[src/rtl/pcpi_result_serializer.sv]
// pcpi_result_serializer: buffers PCPI write-back results in a FIFO and returns them
// to the host one nibble at a time over a four-phase nib_valid/host_ack handshake.
module pcpi_result_serializer #(
    parameter int DATA_W = 32,
    parameter int NIB_W  = 4,
    parameter int DEPTH  = 2
) (
    input  logic              clk,
    input  logic              rst_n,
    input  logic              pcpi_ready,
    input  logic              pcpi_wr,
    input  logic [DATA_W-1:0] pcpi_rd,
    input  logic              host_ack,
    output logic [NIB_W-1:0]  nib_out,
    output logic              nib_valid,
    output logic              nib_last,
    output logic              fifo_full,
    output logic              busy,
    output logic              overflow
);
    localparam int NIBS = DATA_W / NIB_W;
    localparam int PW   = $clog2(DEPTH);
    localparam int CW   = $clog2(NIBS);
    localparam int OW   = $clog2(DEPTH + 1);
    localparam logic [CW-1:0] LAST = CW'(NIBS - 1);

    typedef enum logic [1:0] {IDLE, PRESENT, WAIT_LOW} state_t;

    state_t            state, state_nx;
    logic [DATA_W-1:0] mem [DEPTH];
    logic [PW-1:0]     wr_ptr, rd_ptr;
    logic [OW-1:0]     occ;
    logic [DATA_W-1:0] shift;
    logic [CW-1:0]     count;
    logic              ack_m, ack_s;
    logic              empty, push_req, push, pop, advance;

    assign empty     = occ == '0;
    assign fifo_full = occ == OW'(DEPTH);
    assign pop       = state == IDLE && !empty;
    assign push_req  = pcpi_ready && pcpi_wr;
    // a pop in the same cycle frees a slot, so a full FIFO still accepts
    assign push      = push_req && (!fifo_full || pop);
    assign advance   = state == WAIT_LOW && !ack_s && count != LAST;
    assign busy      = state != IDLE || !empty;

    always_comb begin
        state_nx = state;
        case (state)
            IDLE:     if (!empty) state_nx = PRESENT;
            PRESENT:  if (ack_s) state_nx = WAIT_LOW;
            WAIT_LOW: if (!ack_s) state_nx = count == LAST ? IDLE : PRESENT;
            default:  state_nx = IDLE;
        endcase
    end

    always_ff @(posedge clk or negedge rst_n) begin
        if (!rst_n) begin
            state     <= IDLE;
            ack_m     <= 1'b0;
            ack_s     <= 1'b0;
            wr_ptr    <= '0;
            rd_ptr    <= '0;
            occ       <= '0;
            shift     <= '0;
            count     <= '0;
            overflow  <= 1'b0;
            nib_out   <= '0;
            nib_valid <= 1'b0;
            nib_last  <= 1'b0;
        end else begin
            state <= state_nx;
            {ack_s, ack_m} <= {ack_m, host_ack};
            if (push) wr_ptr <= wr_ptr + 1'b1;
            if (pop) rd_ptr <= rd_ptr + 1'b1;
            occ <= occ + OW'(push) - OW'(pop);
            if (push_req && fifo_full && !pop) overflow <= 1'b1;
            if (pop) begin
                shift <= mem[rd_ptr];
                count <= '0;
            end else if (advance) begin
                shift <= shift >> NIB_W;
                count <= count + 1'b1;
            end
            // registered presentation; nib_out holds through WAIT_LOW
            nib_valid <= state == PRESENT;
            nib_last  <= state == PRESENT && count == LAST;
            if (state == PRESENT) nib_out <= shift[NIB_W-1:0];
        end
    end

    always_ff @(posedge clk) begin
        if (push) mem[wr_ptr] <= pcpi_rd;
    end
endmodule
[config.mk]
export PLATFORM = sky130hd
export DESIGN_NAME = pcpi_result_serializer
export DESIGN_NICKNAME = d
export VERILOG_FILES = /design/src/rtl/pcpi_result_serializer.sv
export SDC_FILE = /design/constraint.sdc
export NUM_CORES = 1
export LEC_CHECK = 0
export ABC_AREA = 1
export BUFFER_PORTS_ARGS = -buffer_cell sky130_fd_sc_hd__buf_2
export CORE_MARGIN = 5
export CORE_UTILIZATION = 53
export CTS_CLUSTER_SIZE = 40
export DETAILED_ROUTE_END_ITERATION = 10
export GPL_ROUTABILITY_DRIVEN = 0
export PLACE_DENSITY = 0.73
export SYNTH_ARGS = -nofsm -noshare
export SYNTH_HDL_FRONTEND = slang
export SYNTH_SLANG_ARGS = --single-unit
[constraint.sdc]
create_clock -name clk -period 3.61 [get_ports clk]
set_clock_uncertainty 0.2 [all_clocks]
set_input_delay 0.361 -clock clk [delete_from_list [all_inputs] [get_ports clk]]
set_output_delay 0.361 -clock clk [all_outputs]
set_load 0.005 [all_outputs]
==> flow_metrics.tcl, run 1 <==
set metrics [dict create \
    grt_max_degree 51 \
    synth_area_um2 4660 \
    ir_worst_vdd_v 0.000420 \
    fill_cells 598 \
    async_flop_share 0.439 \
    area_delta_synth_final_pct 24.5 \
    postLayoutCellArea_um2 5800 \
    synth_commonest_cells "nand2_1 (190), edfxtp_1 (64), dfrtp_1 (50)" \
    hold_path_depth 4 \
    remaining_drc_errors 0 \
    syn_avg_cell_area_um2 11.0 \
    power_switching_mw 1.59 \
    start_kind "flip-flop" \
    fmax_ghz 0.455 \
    tightest_slew_ns 1.13 \
    crit_fanout 29 \
    path_class "flip-flop to flip-flop" \
    firstDrtPassIters 4 \
    p_sw_frac 0.336 \
    dr_total_vias 3161 \
    fin_setup_tns_ns 0 \
    power_frac_comb 0.283 \
    rsz0062_at_grt "false" \
    grt.total_usage 0.184 \
    max_stage_delay_ns 0.46 \
    pwr-share-seq 0.407 \
    cts_buffer_depth 2 \
    min_to "occ[1]" \
    postPlaceCellArea_um2 4920 \
    cp.required_ns 3.80 \
    crit-reg2reg-launch "count[0]" \
    p_clk_frac 0.310 \
    total_power_mw 4.73 \
    tritoncts "yes" \
    rr_endpoint "shift[29]" \
    port_buffers 45 \
    postSynthNetCount 465 \
    setup_violations 0 \
    grt-ovfl-total 0 \
    synthCells 425 \
    cp_common_cell "nand2_1" \
    path_cells "ha_1 -> ha_1 -> nor2_1 -> nand2_2 -> nand2_1 -> inv_2 -> nand2_1 -> nand2_1" \
    dp_cells 564 \
    initial_utilization 0.540 \
    fin_nets 551 \
    fin_cells 632 \
    rows 34 \
    p_int_mw 3.14 \
    clkSinkCount 114 \
    drv_slew 0 \
    synth_area_leaders "edfxtp_1 (41%), dfrtp_1 (27%), nand2_1 (15%)" \
    drt-total-wl_mm 9.10 \
    clkTransAtPathRegs_ns 0.05 \
    critPathCaptureType "flip-flop" \
    hpwl_mm 5.04 \
    synth_edf_count 64 \
    core_um2 8640 \
    whs_ns 0.0105 \
    die_h_um 104 \
    drv_cap 0 \
    chipWidth_um 104 \
    slew_headroom 0.245 \
    post_cts_resized 0 \
    fin_crit_sh 0.609 \
    ys_seq_area_frac 0.681 \
    htree_levels 4 \
    drt_iter0_drc 215 \
    synth_top_area_frac 0.412 \
    worstRegToRegCells 8 \
    die-area_um2 10800 \
    final_hold_viol_count 0 \
    grt_pass1_vias 3374 \
    min_period_ns 2.20 \
    via_per_inst 5.00 \
    synthMostInstantiatedCell "nand2_1" \
    cts-buffers-inserted 17 \
    insertion_delay_ns 0.51 \
    synth-seq-cells 114 \
    cts-root-buf "clkbuf_8" \
    timing.reg2reg.setup_slack_ns 1.41 \
    ant_nets 0 \
    status "finished, final reports clean" \
    synth_ff_type "edfxtp_1" \
    diodes 0 \
    grt_antenna_before_repair 0 \
    top_level_ports 46 \
    slowest_stage "nand2_2" \
    drive_gt1_frac 0.202 \
    arrival_ns 2.39 \
    ys_types 20 \
    cellLeakagePower_nw 2.64 \
    grt_pass1_wl_mm 15.9 \
    worstHoldStart "pcpi_ready" \
    powerDensity_nw_per_um2 814 \
    yosysWarnings 0 \
    hold_path.class "primary input to flip-flop" \
    yosysTopAreaCell "edfxtp_1" \
    post_drt_wl_per_cell_um 14.4 \
]
==> sequential cells by signal, summed over array words and instances, names as in the netlist <==
| name | cells |
|---|---|
| ack_m | 1 |
| ack_s | 1 |
| count | 3 |
| mem | 64 |
| nib_last | 1 |
| nib_out | 4 |
| nib_valid | 1 |
| occ | 2 |
| overflow | 1 |
| rd_ptr | 1 |
| shift | 32 |
| state | 2 |
| wr_ptr | 1 |
==> worst max-delay path, delay by kind of cell, from the launching register on <==
kind | cells | cell delay, ns
and+or+nand+nor | 5 | 0.99
adders and majority gates | 2 | 0.41
DFF | 1 | 0.39
buffers and inverters | 1 | 0.10
==> metrics by stage <==
stage,util,setup WS (ns)
floorplan,-,0.878
global placement,0.570,1.53
detailed placement,0.570,1.45
CTS,0.672,1.41
global route,0.672,1.22
finish,0.672,1.41
==> worst max-delay path by stage <==
stage | slack, ns | startpoint | to
finish | 1.41 | count[0] | shift[29]
global route | 1.22 | count[0] | shift[29]
detailed placement | 1.45 | count[0] | shift[28]
floorplan | 0.88 | state[0] | mem[1][0]
global placement | 1.53 | count[0] | count[1]
CTS | 1.41 | count[0] | shift[29]
==> area by class of cell <==
cell class,count,area (µm²),share of cell area
Tap cell,108,135,0.0233
Timing Repair Buffer,87,631,0.109
Sequential cell,114,3170,0.547
Inverter,13,48.8,0.00841
Clock buffer,24,460,0.0793
Multi-Input combinational cell,278,1290,0.223
Clock inverter,8,62.6,0.0108
==> logic make-up after synthesis <==
kind of cell               after synthesis  synth area share
xor gates and xnor gates                 2           0.00376
buffers and inverters                   33            0.0424
AOI/OAI and AO/OA                        4           0.00483
DFF                                    114             0.681
and+or+nand+nor                        269             0.260
adders and majority gates                3           0.00805
==> power by group through the flow <==
stage | Clock (mW) | Combinational (mW) | Sequential (mW)
2_1_floorplan | 0 | 1.06 | 1.90
3_3_place_gp | 0 | 1.26 | 1.93
3_5_place_dp | 0 | 1.31 | 1.93
4_1_cts | 1.47 | 1.36 | 1.93
5_1_grt | 1.55 | 1.54 | 1.96
6_report | 1.46 | 1.34 | 1.93
==> per-layer routing <==
layer / wire [µm] / up-vias / global-route usage
met2: 4610 / 77 / 0.308
met5: 0 / - / 0
met3: 427 / 16 / 0.0535
met4: 188 / 0 / 0.0666
met1: 3870 / 1488 / 0.228
li1: - / 1580 / -
==> cells in the final DEF (no fill, tap or decap) <==
cell type and n:
dfrtp_1 50, clkbuf_16 16, ha_1 3, inv_2 3, xor2_1 1, xnor2_1 1
dlygate4sd3_1 36, nor2_4 1, bufinv_16 1, buf_2 45, clkbuf_1 5, edfxtp_1 64
nand2_2 2, inv_1 10, nor2_2 4, a21oi_1 2, nand2_1 190, nand3_2 20
o21bai_1 1, clkinv_1 2, nand3_1 47, o21ai_0 1, clkbuf_8 3, nor2_1 5
buf_4 6, clkinv_2 5
==> what timing repair did <==
action,CTS,global route
endpoints found under the setup margin,0,0
hold buffers,36,0
buffers inserted,0,0
endpoints found under the hold margin,116,0
No activity file was read; power rests on OpenSTA's default activity.
==> run 2, diff against run 1 <==
- PLACE_DENSITY: 0.73 -> 0.76
- clock period: 3.61 -> 1.98 ns (I/O delays scaled with it)
==> flow_metrics.tcl, run 2 (synthesis gave the netlist of run 1 again) <==
set metrics [dict create \
    status "finished, final reports clean" \
    firstDrtPassIters 4 \
    arrival_ns 2.01 \
    ir_worst_vdd_v 0.000781 \
    diodes 0 \
    powerDensity_nw_per_um2 1510 \
    port_buffers 45 \
    path_class "flip-flop to flip-flop" \
    drt-total-wl_mm 9.12 \
    cts-buffers-inserted 17 \
    crit_fanout 4 \
    grt_antenna_before_repair 0 \
    fmax_ghz 0.549 \
    clkSinkCount 114 \
    cellLeakagePower_nw 2.69 \
    htree_levels 4 \
    drt_iter0_drc 235 \
    core_um2 8640 \
    die_h_um 104 \
    final_cell_mix "nand2_1 (190), edfxtp_1 (64), dfrtp_1 (50)" \
    fill_cells 602 \
    hold_path.class "primary input to asynchronous set/reset pin" \
    die-area_um2 10800 \
    post_drt_wl_per_cell_um 14.3 \
    remaining_drc_errors 0 \
    final_common_cell "nand2_1" \
    final_hold_viol_count 0 \
    start_kind "flip-flop" \
    tritoncts "yes" \
    fin_crit_sh 0.920 \
    largest_reg_flops 64 \
    grt-ovfl-total 0 \
    top_level_ports 46 \
    regMostFlops "mem" \
    timing.reg2reg.setup_slack_ns 0.16 \
    whs_ns 0.146 \
    dr_total_vias 3199 \
    grt_max_degree 51 \
    rr_endpoint "wr_ptr" \
    setup_violations 0 \
    hpwl_mm 5.37 \
    grt.total_usage 0.179 \
    drv_cap 0 \
    critPathCaptureType "flip-flop" \
    min_period_ns 1.82 \
    crit-reg2reg-launch "occ[1]" \
    chipWidth_um 104 \
    total_power_mw 9.05 \
    clkTransAtPathRegs_ns 0.06 \
    rsz0062_at_grt "false" \
    cts_buffer_depth 2 \
    insertion_delay_ns 0.51 \
    rows 34 \
    cts-root-buf "clkbuf_8" \
    drive_gt1_frac 0.223 \
    drv_slew 0 \
    crit_path_start "occ[1]" \
    initial_utilization 0.540 \
    dp_slack_ns 0.251 \
    via_per_inst 5.02 \
    area_delta_synth_final_pct 28.5 \
    cp.required_ns 2.17 \
    grt_pass1_vias 3316 \
    largestRegisters "mem: 64 flops, shift: 32 flops, nib_out: 4 flops" \
    ant_nets 0 \
    slew_headroom 0.582 \
    tightest_slew_ns 0.627 \
    setup_slack_ns 0.157 \
    cts_setup_buffers 0 \
    fin_setup_tns_ns 0 \
    fin_nets 556 \
    grt_pass1_wl_mm 15.6 \
    worstRegToRegCells 6 \
]
## run 2: changes by cell type in the layout (fill, tap and decap cells not counted), moves of 2 or more
cell        previous run  this run
clkinv_4               0         4
clkbuf_8               3         1
clkinvlp_4             0         4
clkbuf_1               5         1
bufinv_16              1         3
clkinv_2               5         3
buf_12                 0         5
## run 2: worst max path at each step
stage / endpoint / cells after the start
finish: wr_ptr / 6
global route: occ[1] / 10
CTS: occ[1] / 11
detailed placement: shift[19] / 7
global placement: mem[0][21] / 6
floorplan: mem[1][0] / 5
## run 2: power by group
| group | internal [mW] | total, mW | switching, mW | leakage [nW] |
|---|---|---|---|---|
| logic | 0.961 | 2.59 | 1.63 | 1.20 |
| registers | 3.17 | 3.52 | 0.347 | 1.21 |
| clock network | 1.91 | 2.94 | 1.04 | 0.278 |
## run 2: metrics by stage
| step | area, µm² | instances | utilization |
|---|---|---|---|
| 2_1_floorplan | 4670 | 425 | - |
| 3_3_place_gp | 5020 | 568 | 0.582 |
| 3_5_place_dp | 5020 | 568 | 0.582 |
| 4_1_cts | 5980 | 637 | 0.692 |
| 5_1_grt | 5990 | 637 | 0.694 |
| 6_report | 5990 | 637 | 0.694 |
## run 2: layer usage
metal  global-route usage  part of all wire
met1                0.216              0.41
met2                0.307              0.54
met3               0.0498             0.047
met4               0.0657             0.011
met5                    0                 0
## run 2: what timing repair did
item | CTS | global route
gates resized for setup | 0 | 2
endpoints found under the hold margin | 117 | 2
hold buffers | 37 | 1
endpoints found under the setup margin | 0 | 1
## run 2: final cells by class
cell class	count	area, µm²	area share
Inverter	13	52.6	0.00877
Clock inverter	14	166	0.0278
Sequential cell	114	3170	0.530
Clock buffer	18	418	0.0698
Timing Repair Buffer	92	733	0.122
Tap cell	108	135	0.0226
Multi-Input combinational cell	278	1310	0.219
## run 2: critical path, cell delays in order (launching register included)
cell and delay (ns):
dfrtp_1 0.42, inv_1 0.07, nor2_1 0.14, nand2_1 0.15, nand3_2 0.12, dlygate4sd3_1 0.56, nand2_1 0.05
